$ cat src/rtl/input_controller.sv
// input_controller: five raw push-buttons -> synchronised, debounced, auto-repeating
// single-cycle command codes, issued one at a time with an idle gap between them.

// One button path: 2-flop synchroniser, debounce counter, press detect, optional auto-repeat.
module input_channel #(
   parameter int DEBOUNCE_CYCLES = 4,
   parameter int REPEAT_DELAY    = 50,
   parameter int REPEAT_RATE     = 20,
   parameter bit REPEAT_EN       = 1'b1
) (
   input  logic clk,
   input  logic reset,
   input  logic raw,
   output logic level,
   output logic press
);
   localparam logic [15:0] DB_LAST    = 16'(DEBOUNCE_CYCLES - 1);
   localparam logic [15:0] DELAY_LAST = 16'(REPEAT_DELAY - 1);
   localparam logic [15:0] RATE_LAST  = 16'(REPEAT_RATE - 1);

   logic        s1, s2;
   logic [15:0] db_cnt;
   logic        level_d;
   logic [15:0] rep_cnt;
   logic        rep_first;
   logic        rise;
   logic        rep_hit;

   assign rise    = level & ~level_d;
   assign rep_hit = REPEAT_EN && level && !rise &&
                    (rep_cnt == (rep_first ? DELAY_LAST : RATE_LAST));
   // press is the event that sets the pending flag on the coming edge
   assign press   = rise | rep_hit;

   // two-flop synchroniser for the asynchronous raw input
   always_ff @(posedge clk) begin
      if (reset) begin
         s1 <= 1'b0;
         s2 <= 1'b0;
      end else begin
         s1 <= raw;
         s2 <= s1;
      end
   end

   // debounce: level flips only after DEBOUNCE_CYCLES consecutive disagreeing samples
   always_ff @(posedge clk) begin
      if (reset) begin
         db_cnt <= '0;
         level  <= 1'b0;
      end else if (s2 != level) begin
         if (db_cnt == DB_LAST) begin
            db_cnt <= '0;
            level  <= ~level;
         end else begin
            db_cnt <= db_cnt + 16'd1;
         end
      end else begin
         db_cnt <= '0;
      end
   end

   // delayed level for rising-edge detection
   always_ff @(posedge clk) begin
      if (reset) level_d <= 1'b0;
      else       level_d <= level;
   end

   // auto-repeat timer: restarts at the press event, first period long, then the rate
   always_ff @(posedge clk) begin
      if (reset || !REPEAT_EN || !level || rise) begin
         rep_cnt   <= '0;
         rep_first <= 1'b1;
      end else if (rep_hit) begin
         rep_cnt   <= '0;
         rep_first <= 1'b0;
      end else begin
         rep_cnt   <= rep_cnt + 16'd1;
      end
   end
endmodule

// Top: per-button channels, pending flags, and the priority issue FSM.
module input_controller #(
   parameter int DEBOUNCE_CYCLES = 4,
   parameter int REPEAT_DELAY    = 50,
   parameter int REPEAT_RATE     = 20,
   parameter int GAP_CYCLES      = 2
) (
   input  logic       clk,
   input  logic       reset,
   input  logic       btn_left,
   input  logic       btn_right,
   input  logic       btn_rotate,
   input  logic       btn_down,
   input  logic       btn_start,
   output logic [3:0] controller_out,
   output logic [4:0] btn_state
);
   // bit order {start,down,rotate,right,left}; only left/right/down auto-repeat
   localparam logic [4:0]  REPEAT_MASK = 5'b01011;
   localparam logic [15:0] GAP_LAST    = 16'(GAP_CYCLES - 1);

   localparam logic [3:0] CODE_NONE   = 4'b0000;
   localparam logic [3:0] CODE_LEFT   = 4'b0001;
   localparam logic [3:0] CODE_RIGHT  = 4'b0010;
   localparam logic [3:0] CODE_ROTATE = 4'b0011;
   localparam logic [3:0] CODE_START  = 4'b0100;
   localparam logic [3:0] CODE_DOWN   = 4'b0101;

   typedef enum logic [1:0] {IDLE, ISSUE, GAP} state_t;

   logic [4:0]  raw;
   logic [4:0]  press;
   logic [4:0]  pending;
   logic [4:0]  clr;
   state_t      state, state_nxt;
   logic [3:0]  out_nxt;
   logic [15:0] gap_cnt, gap_nxt;

   assign raw = {btn_start, btn_down, btn_rotate, btn_right, btn_left};

   for (genvar i = 0; i < 5; i++) begin : g_ch
      input_channel #(
         .DEBOUNCE_CYCLES(DEBOUNCE_CYCLES),
         .REPEAT_DELAY   (REPEAT_DELAY),
         .REPEAT_RATE    (REPEAT_RATE),
         .REPEAT_EN      (REPEAT_MASK[i])
      ) u_ch (
         .clk  (clk),
         .reset(reset),
         .raw  (raw[i]),
         .level(btn_state[i]),
         .press(press[i])
      );
   end

   // pending flags: a new event wins over a same-cycle issue clear, repeats merge
   always_ff @(posedge clk) begin
      if (reset) pending <= '0;
      else       pending <= (pending & ~clr) | press;
   end

   // issue FSM state, output code and gap counter registers
   always_ff @(posedge clk) begin
      if (reset) begin
         state          <= IDLE;
         controller_out <= CODE_NONE;
         gap_cnt        <= '0;
      end else begin
         state          <= state_nxt;
         controller_out <= out_nxt;
         gap_cnt        <= gap_nxt;
      end
   end

   // next-state: priority pick in IDLE, one-cycle ISSUE, then a counted idle GAP
   always_comb begin
      state_nxt = state;
      out_nxt   = CODE_NONE;
      gap_nxt   = gap_cnt;
      clr       = '0;
      case (state)
         IDLE: begin
            if (|pending) begin
               state_nxt = ISSUE;
               if (pending[4]) begin
                  out_nxt = CODE_START;  clr[4] = 1'b1;
               end else if (pending[2]) begin
                  out_nxt = CODE_ROTATE; clr[2] = 1'b1;
               end else if (pending[3]) begin
                  out_nxt = CODE_DOWN;   clr[3] = 1'b1;
               end else if (pending[0]) begin
                  out_nxt = CODE_LEFT;   clr[0] = 1'b1;
               end else begin
                  out_nxt = CODE_RIGHT;  clr[1] = 1'b1;
               end
            end
         end
         ISSUE: begin
            state_nxt = GAP;
            gap_nxt   = '0;
         end
         GAP: begin
            if (gap_cnt == GAP_LAST) state_nxt = IDLE;
            else                     gap_nxt   = gap_cnt + 16'd1;
         end
         default: state_nxt = IDLE;
      endcase
   end
endmodule

$ cat config.mk
export PLATFORM = sky130hd
export DESIGN_NAME = input_controller
export DESIGN_NICKNAME = d
export VERILOG_FILES = /design/src/rtl/input_controller.sv
export SDC_FILE = /design/constraint.sdc
export NUM_CORES = 1
export LEC_CHECK = 0
export CAP_MARGIN = 0
export CORE_ASPECT_RATIO = 1.75
export CORE_MARGIN = 5
export CORE_UTILIZATION = 37
export CTS_CLUSTER_DIAMETER = 60
export CTS_CLUSTER_SIZE = 30
export DETAILED_ROUTE_END_ITERATION = 7
export MAX_ROUTING_LAYER = met4
export REMOVE_ABC_BUFFERS = 1
export SLEW_MARGIN = 10
export SYNTH_ARGS = -nofsm -noshare
export SYNTH_HDL_FRONTEND = slang
export SYNTH_HIERARCHICAL = 1
export SYNTH_SLANG_ARGS = --single-unit
$ cat constraint.sdc
create_clock -name clk -period 1.8 [get_ports clk]
set_input_delay 0.36 -clock clk [delete_from_list [all_inputs] [get_ports clk]]
set_output_delay 0.36 -clock clk [all_outputs]
set_load 0.05 [all_outputs]
==> flow_metrics.env, run 1 <==
export IMPL_routed_top_layer="met4"
export IMPL_layout_cells_most_common_list="171 x dfxtp_1, 150 x nor2_1, 102 x buf_4"
export IMPL_avgSynthCellArea_um2=8.85
export IMPL_layout_commonest_cell="dfxtp_1"
export IMPL_remaining_drc_errors=0
export IMPL_ys_ff_latch=177
export IMPL_powerDensity_nw_per_um2=798
export IMPL_critPathCaptureType="flip-flop"
export IMPL_syn_to_final_growth_pct=22.4
export IMPL_crit_chain="inv_2 > ha_4 > or4b_4 > o41ai_4 > buf_4 > or4_4 > a31oi_1"
export IMPL_htree_levels=4
export IMPL_wl_met1_mm=6.92
export IMPL_p_leak_nw=3.21
export IMPL_seq_area_um2=3550
export IMPL_r2r_start="gap_cnt[1]"
export IMPL_violations="negative setup slack"
export IMPL_grt_setup_unrepaired="yes"
export IMPL_min_from="reset"
export IMPL_max_cap_violations=0
export IMPL_clk_pin_slew_ps=70
export IMPL_cts_buffer_depth=2
export IMPL_cts_tree="yes"
export IMPL_synth_warnings=6
export IMPL_initial_utilization_pct=37.2
export IMPL_vias=6647
export IMPL_worstPathRequired_ps=2100
export IMPL_path_depth=7
export IMPL_synthCells=901
export IMPL_ys_types=50
export IMPL_utilization_pct=45.6
export IMPL_hold_buffers=0
export IMPL_crit_family="simple AND/OR/NAND/NOR gates"
export IMPL_grt_pass1_vias=6448
export IMPL_totalWireLength_mm=17.0
export IMPL_num_antenna_cells=0
export IMPL_rr_worst_depth=7
export IMPL_clock_skew_final_ps=8.13
export IMPL_synth_area_leaders="dfxtp_1 44%, xnor2_1 8.0%, nor2_1 7.1%"
export IMPL_gp_congestion=0.860
export IMPL_fill_cells=2114
export IMPL_startpoint="gap_cnt[1]"
export IMPL_start_kind="flip-flop"
export IMPL_fin_crit_ps=1930
export IMPL_die_area_um2=24700
export IMPL_clk_insertion_delay_late_ps=430
export IMPL_worst_path_max_fanout=7
export IMPL_yosys_area_top_type_share_pct=44.5
export IMPL_multiInputGateArea_um2=4280
export IMPL_layout_nets=1022
export IMPL_crit_slowest_cell="or4b_4"
export IMPL_hold_path_class="input pin to flip-flop"
export IMPL_antenna_found_initial=0
export IMPL_async_flop_share_pct=0
export IMPL_outcome="complete, but fails checks"
export IMPL_grt_max_degree=20
export IMPL_crit_type="flip-flop to flip-flop"
export IMPL_fp_dieH_um=204
export IMPL_timing_fmax_mhz=517
export IMPL_rows=71
export IMPL_ant_nets=0
export IMPL_layout_drive_gt1_share_pct=19.9
export IMPL_p_total_mw=7.78
export IMPL_coreArea_um2=21400
export IMPL_hold_viol=0
export IMPL_dp_worst_setup_slack_ps=-181
export IMPL_overflow=0
export IMPL_timing_hold_ws_ps=353
export IMPL_numCtsBuffers=17
export IMPL_wl_met3_um=390
export IMPL_grt_use_total_pct=14.9
export IMPL_dr_pass1_iters=4
export IMPL_fin_crit_sh_pct=107
export IMPL_numPortBuffers=14
export IMPL_setup_violations=13
export IMPL_ys_seq_area_share_pct=44.5
export IMPL_critPathArrivalTime_ps=2230
export IMPL_cpPeakStageDelay_ps=470
export IMPL_worst_slack_ps=-134
export IMPL_vdd_drop_max_mv=0.577
export IMPL_wl_met2_mm=9.10
export IMPL_hpwl_mm=12.3
export IMPL_wl_per_cell_um=13.0
export IMPL_avgViaCountPerCell=5.07
export IMPL_ctsRootBufferMaster="clkbuf_16"
export IMPL_yosysTopAreaCell="dfxtp_1"
export IMPL_top_level_ports=16
export IMPL_critPathBufInv=2
export IMPL_synth_main_ff_cell="dfxtp_1"
export IMPL_die_width_um=121
export IMPL_synth_enable_flop_cells=0
export IMPL_drt_iter0_markers=298
export IMPL_grt_pass1_wl_mm=29.5
export IMPL_worstHoldPathCells=2
export IMPL_cts_sinks=177
export IMPL_drv_slew=0
export IMPL_syn_area_um2=7970
## kinds of logic (layout without fill, tap and decap cells)
family          count (synthesis)  count (layout)  synth area share, %
compound gates                 71              72                 6.39
xor+xnor                      108             108                 11.9
fa+ha+maj                      10              10                 1.57
buf+inv                        49             165                 2.98
flops                         177             177                 44.5
mux                             5               5                0.628
other cells                     1               1               0.0470
simple gates                  480             480                 32.1
## cell type report
type	instances	share of cell area [%]
clock buffers	18	4.50
well taps	292	3.74
clock inverters	14	1.68
flip-flops and latches	177	36.4
multi-input cells	676	43.8
repair buffers	112	9.05
inverters	21	0.808
## state kept, by name (all words and copies together) (netlist names)
| signal | count |
|---|---|
| pending | 5 |
| g_ch.u_ch/level_d | 5 |
| g_ch.u_ch/level | 5 |
| g_ch.u_ch/db_cnt | 80 |
| state | 2 |
| g_ch.u_ch/s1 | 5 |
| controller_out | 3 |
| g_ch.u_ch/s2 | 5 |
| gap_cnt | 16 |
| g_ch.u_ch/rep_cnt | 48 |
| g_ch.u_ch/rep_first | 3 |
## cells in the mapped netlist (7+ instances only)
cell      instances
a21oi_1          29
a31oi_1           7
buf_2             9
clkbuf_1         14
dfxtp_1         177
ha_1             10
inv_1            21
nand2_1          54
nand2b_1          7
nand3_1          54
nand4_1          48
nor2_1          150
nor2b_1          18
nor3_1           33
nor4_1           37
o21ai_0          14
or3_1            11
or4_1             9
or4_4             7
xnor2_1          73
xor2_1           35
## final timing paths
| kind | endpoint | slack, ps |
|---|---|---|
| worst min-delay path | g_ch[0].u_ch/level_d | 350 |
| worst max-delay path | gap_cnt[14] | -130 |
| worst max register to register | gap_cnt[14] | -130 |
| worst min register to register | g_ch[2].u_ch/s2 | 440 |
## timing repair
item	CTS	global route
endpoints found under the hold margin	0	0
gates cloned	2	0
setup buffers	2	1
endpoints found under the setup margin	14	34
pin swaps	18	16
gates resized for setup	13	17
## per-layer routing
layer | vias to the layer above | global-route usage, %
li1 | 3409 | -
met1 | 3110 | 15.4
met2 | 83 | 26.3
met3 | 45 | 2.82
met4 | 0 | 7.94
met5 | - | -
## where the power goes
part           switching (mW)  total, mW  internal (mW)
combinational          0.0519     0.0899         0.0380
sequential            0.00770       3.93           3.93
clock                    1.74       3.76           2.02
## metrics by stage
| step | cell area [um^2] | TNS (ps) | std cells |
|---|---|---|---|
| after global placement | 9020 | -1090 | 1273 |
| after global routing | 9760 | -2070 | 1310 |
| after floorplan | 7810 | -7820 | 873 |
| final | 9760 | -1190 | 1310 |
| after CTS | 9700 | -1430 | 1309 |
| after detailed placement | 9020 | -1440 | 1273 |
No activity file was read; power rests on OpenSTA's default activity.
==> inputs of run 2 (changes only) <==
--- a/config.mk
+++ b/config.mk
@@ -7,13 +7,13 @@
 export LEC_CHECK = 0
 export CAP_MARGIN = 0
 export CORE_ASPECT_RATIO = 1.75
-export CORE_MARGIN = 5
 export CORE_UTILIZATION = 37
 export CTS_CLUSTER_DIAMETER = 60
 export CTS_CLUSTER_SIZE = 30
 export DETAILED_ROUTE_END_ITERATION = 7
 export MAX_ROUTING_LAYER = met4
 export REMOVE_ABC_BUFFERS = 1
+export SETUP_SLACK_MARGIN = 0.4
 export SLEW_MARGIN = 10
 export SYNTH_ARGS = -nofsm -noshare
 export SYNTH_HDL_FRONTEND = slang
==> run 2 against run 1 <==
Net effect:
- non-clock buffer count rose by 35
- the run still ends with negative setup slack left
- sequential share of layout area fell by 3.5 points
- first-iteration DRC count fell by 21%
- global-route usage is 2.9 points higher
- clock power down 2%
- cell count down 0.23%
- routed wire length grew 14%
- fmax increased by 3.8%
==> flow_metrics.env, run 2 (synthesized netlist as in run 1, its figures left out) <==
export IMPL_totalWireLength_mm=19.4
export IMPL_largest_register_ff_count=80
export IMPL_syn_to_final_growth_pct=40.7
export IMPL_fin_crit_ps=1860
export IMPL_clock_skew_final_ps=8.46
export IMPL_ant_nets=0
export IMPL_overflow=0
export IMPL_cts_buffer_depth=2
export IMPL_die_area_um2=22200
export IMPL_gp_congestion=0.809
export IMPL_hpwl_mm=12.1
export IMPL_drv_slew=0
export IMPL_hold_path_class="input pin to flip-flop"
export IMPL_grt_pass1_wl_mm=31.1
export IMPL_timing_fmax_mhz=537
export IMPL_wl_per_cell_um=14.8
export IMPL_worstPathRequired_ps=2120
export IMPL_crit_type="flip-flop to flip-flop"
export IMPL_r2r_start="gap_cnt[6]"
export IMPL_avgViaCountPerCell=5.38
export IMPL_grt_pass1_vias=6956
export IMPL_hold_path_end="g_ch[1].u_ch/level"
export IMPL_utilization_pct=53.3
export IMPL_clk_pin_slew_ps=70
export IMPL_hold_buffers=0
export IMPL_hold_viol=0
export IMPL_die_width_um=113
export IMPL_initial_utilization_pct=37.9
export IMPL_seq_area_um2=3680
export IMPL_powerDensity_nw_per_um2=687
export IMPL_grt_use_total_pct=17.8
export IMPL_p_leak_nw=3.60
export IMPL_top_register="g_ch.u_ch/db_cnt"
export IMPL_htree_levels=4
export IMPL_coreArea_um2=21000
export IMPL_worst_slack_ps=-62.9
export IMPL_top_level_ports=16
export IMPL_remaining_drc_errors=0
export IMPL_layout_nets=1059
export IMPL_crit_reg2reg_capture="gap_cnt[13]"
export IMPL_worst_path_max_fanout=5
export IMPL_rr_worst_depth=6
export IMPL_layout_drive_gt1_share_pct=40.3
export IMPL_numCtsBuffers=17
export IMPL_critPathArrivalTime_ps=2190
export IMPL_setup_violations=8
export IMPL_ctsRootBufferMaster="clkbuf_16"
export IMPL_reg_largest_list="g_ch.u_ch/db_cnt x80, g_ch.u_ch/rep_cnt x48, gap_cnt x16"
export IMPL_start_kind="flip-flop"
export IMPL_violations="negative setup slack"
export IMPL_fp_dieH_um=196
export IMPL_clk_insertion_delay_late_ps=440
export IMPL_fin_crit_sh_pct=103
export IMPL_cts_tree="yes"
export IMPL_layout_cells_most_common_list="106 x dfxtp_1, 106 x buf_4, 88 x nor2_1"
export IMPL_dp_worst_setup_slack_ps=-171
export IMPL_num_antenna_cells=0
export IMPL_antenna_found_initial=0
export IMPL_outcome="complete, but fails checks"
export IMPL_drt_iter0_markers=236
export IMPL_vdd_drop_max_mv=0.578
export IMPL_min_from="reset"
export IMPL_max_cap_violations=0
export IMPL_rrSetupSlack_ps=-60
export IMPL_dr_pass1_iters=4
export IMPL_numPortBuffers=14
export IMPL_critPathCaptureType="flip-flop"
export IMPL_grt_max_degree=26
export IMPL_cts_sinks=177
export IMPL_worstHoldPathCells=2
export IMPL_grt_setup_unrepaired="yes"
export IMPL_rows=70
export IMPL_vias=7036
export IMPL_fill_cells=1864
export IMPL_multiInputGateArea_um2=5190
[run 2: area by class of cell]
| class | instances | share of cell area (%) |
|---|---|---|
| sequential | 177 | 32.9 |
| multi-input combinational | 678 | 46.3 |
| clock buffer | 19 | 3.95 |
| timing repair buffer | 147 | 12.2 |
| tap | 252 | 2.81 |
| clock inverter | 13 | 1.23 |
| inverter | 21 | 0.703 |
[run 2: worst max-delay path by stage]
stage                        to       start  depth (start not counted)
global route        gap_cnt[12]  gap_cnt[1]                          7
global placement     gap_cnt[6]  gap_cnt[1]                          7
floorplan            gap_cnt[6]  gap_cnt[0]                          5
CTS                 gap_cnt[13]  gap_cnt[1]                          8
finish              gap_cnt[13]  gap_cnt[6]                          6
detailed placement   gap_cnt[6]  gap_cnt[1]                          7
[run 2: where the power goes]
part	leakage [nW]	total (mW)	internal, mW	switching, mW
Clock	0.279	3.67	2.08	1.59
Combinational	1.85	0.116	0.0480	0.0676
Sequential	1.47	3.91	3.90	0.00963
[run 2: worst max-delay path: stages, from the launching register on]
cell	delay, ps
dfxtp_2	320
or4_4	570
o41ai_4	390
buf_4	190
buf_6	110
or3_1	100
a31oi_1	70
[run 2: timing repair]
item | 4_1_cts | 5_1_grt
setup endpoints to repair | 156 | 153
pin swaps | 60 | 57
gates resized for setup | 169 | 182
cloned | 4 | 3
buffers inserted | 34 | 11
[run 2: per-stage QoR]
stage               TNS (ps)  power, mW  instances  hold slack (ps)  instance area (um^2)
floorplan              -7820       4.06        873              414                  7810
CTS                    -1490       7.79       1293              251                 10400
global placement        -866       4.12       1223              423                  8960
finish                  -348       7.70       1307              261                 11200
detailed placement     -1160       4.12       1223              432                  8960
global route           -1870       7.96       1307              270                 11200
[run 2: layer usage]
metal | global-route usage (%) | share of wire [%] | vias to the layer above
met1 | 16.8 | 38 | 3423
li1 | - | - | 3485
met5 | - | 0 | -
met3 | 3.86 | 2.3 | 39
met4 | 7.85 | 2.4 | 0
met2 | 34.0 | 58 | 89
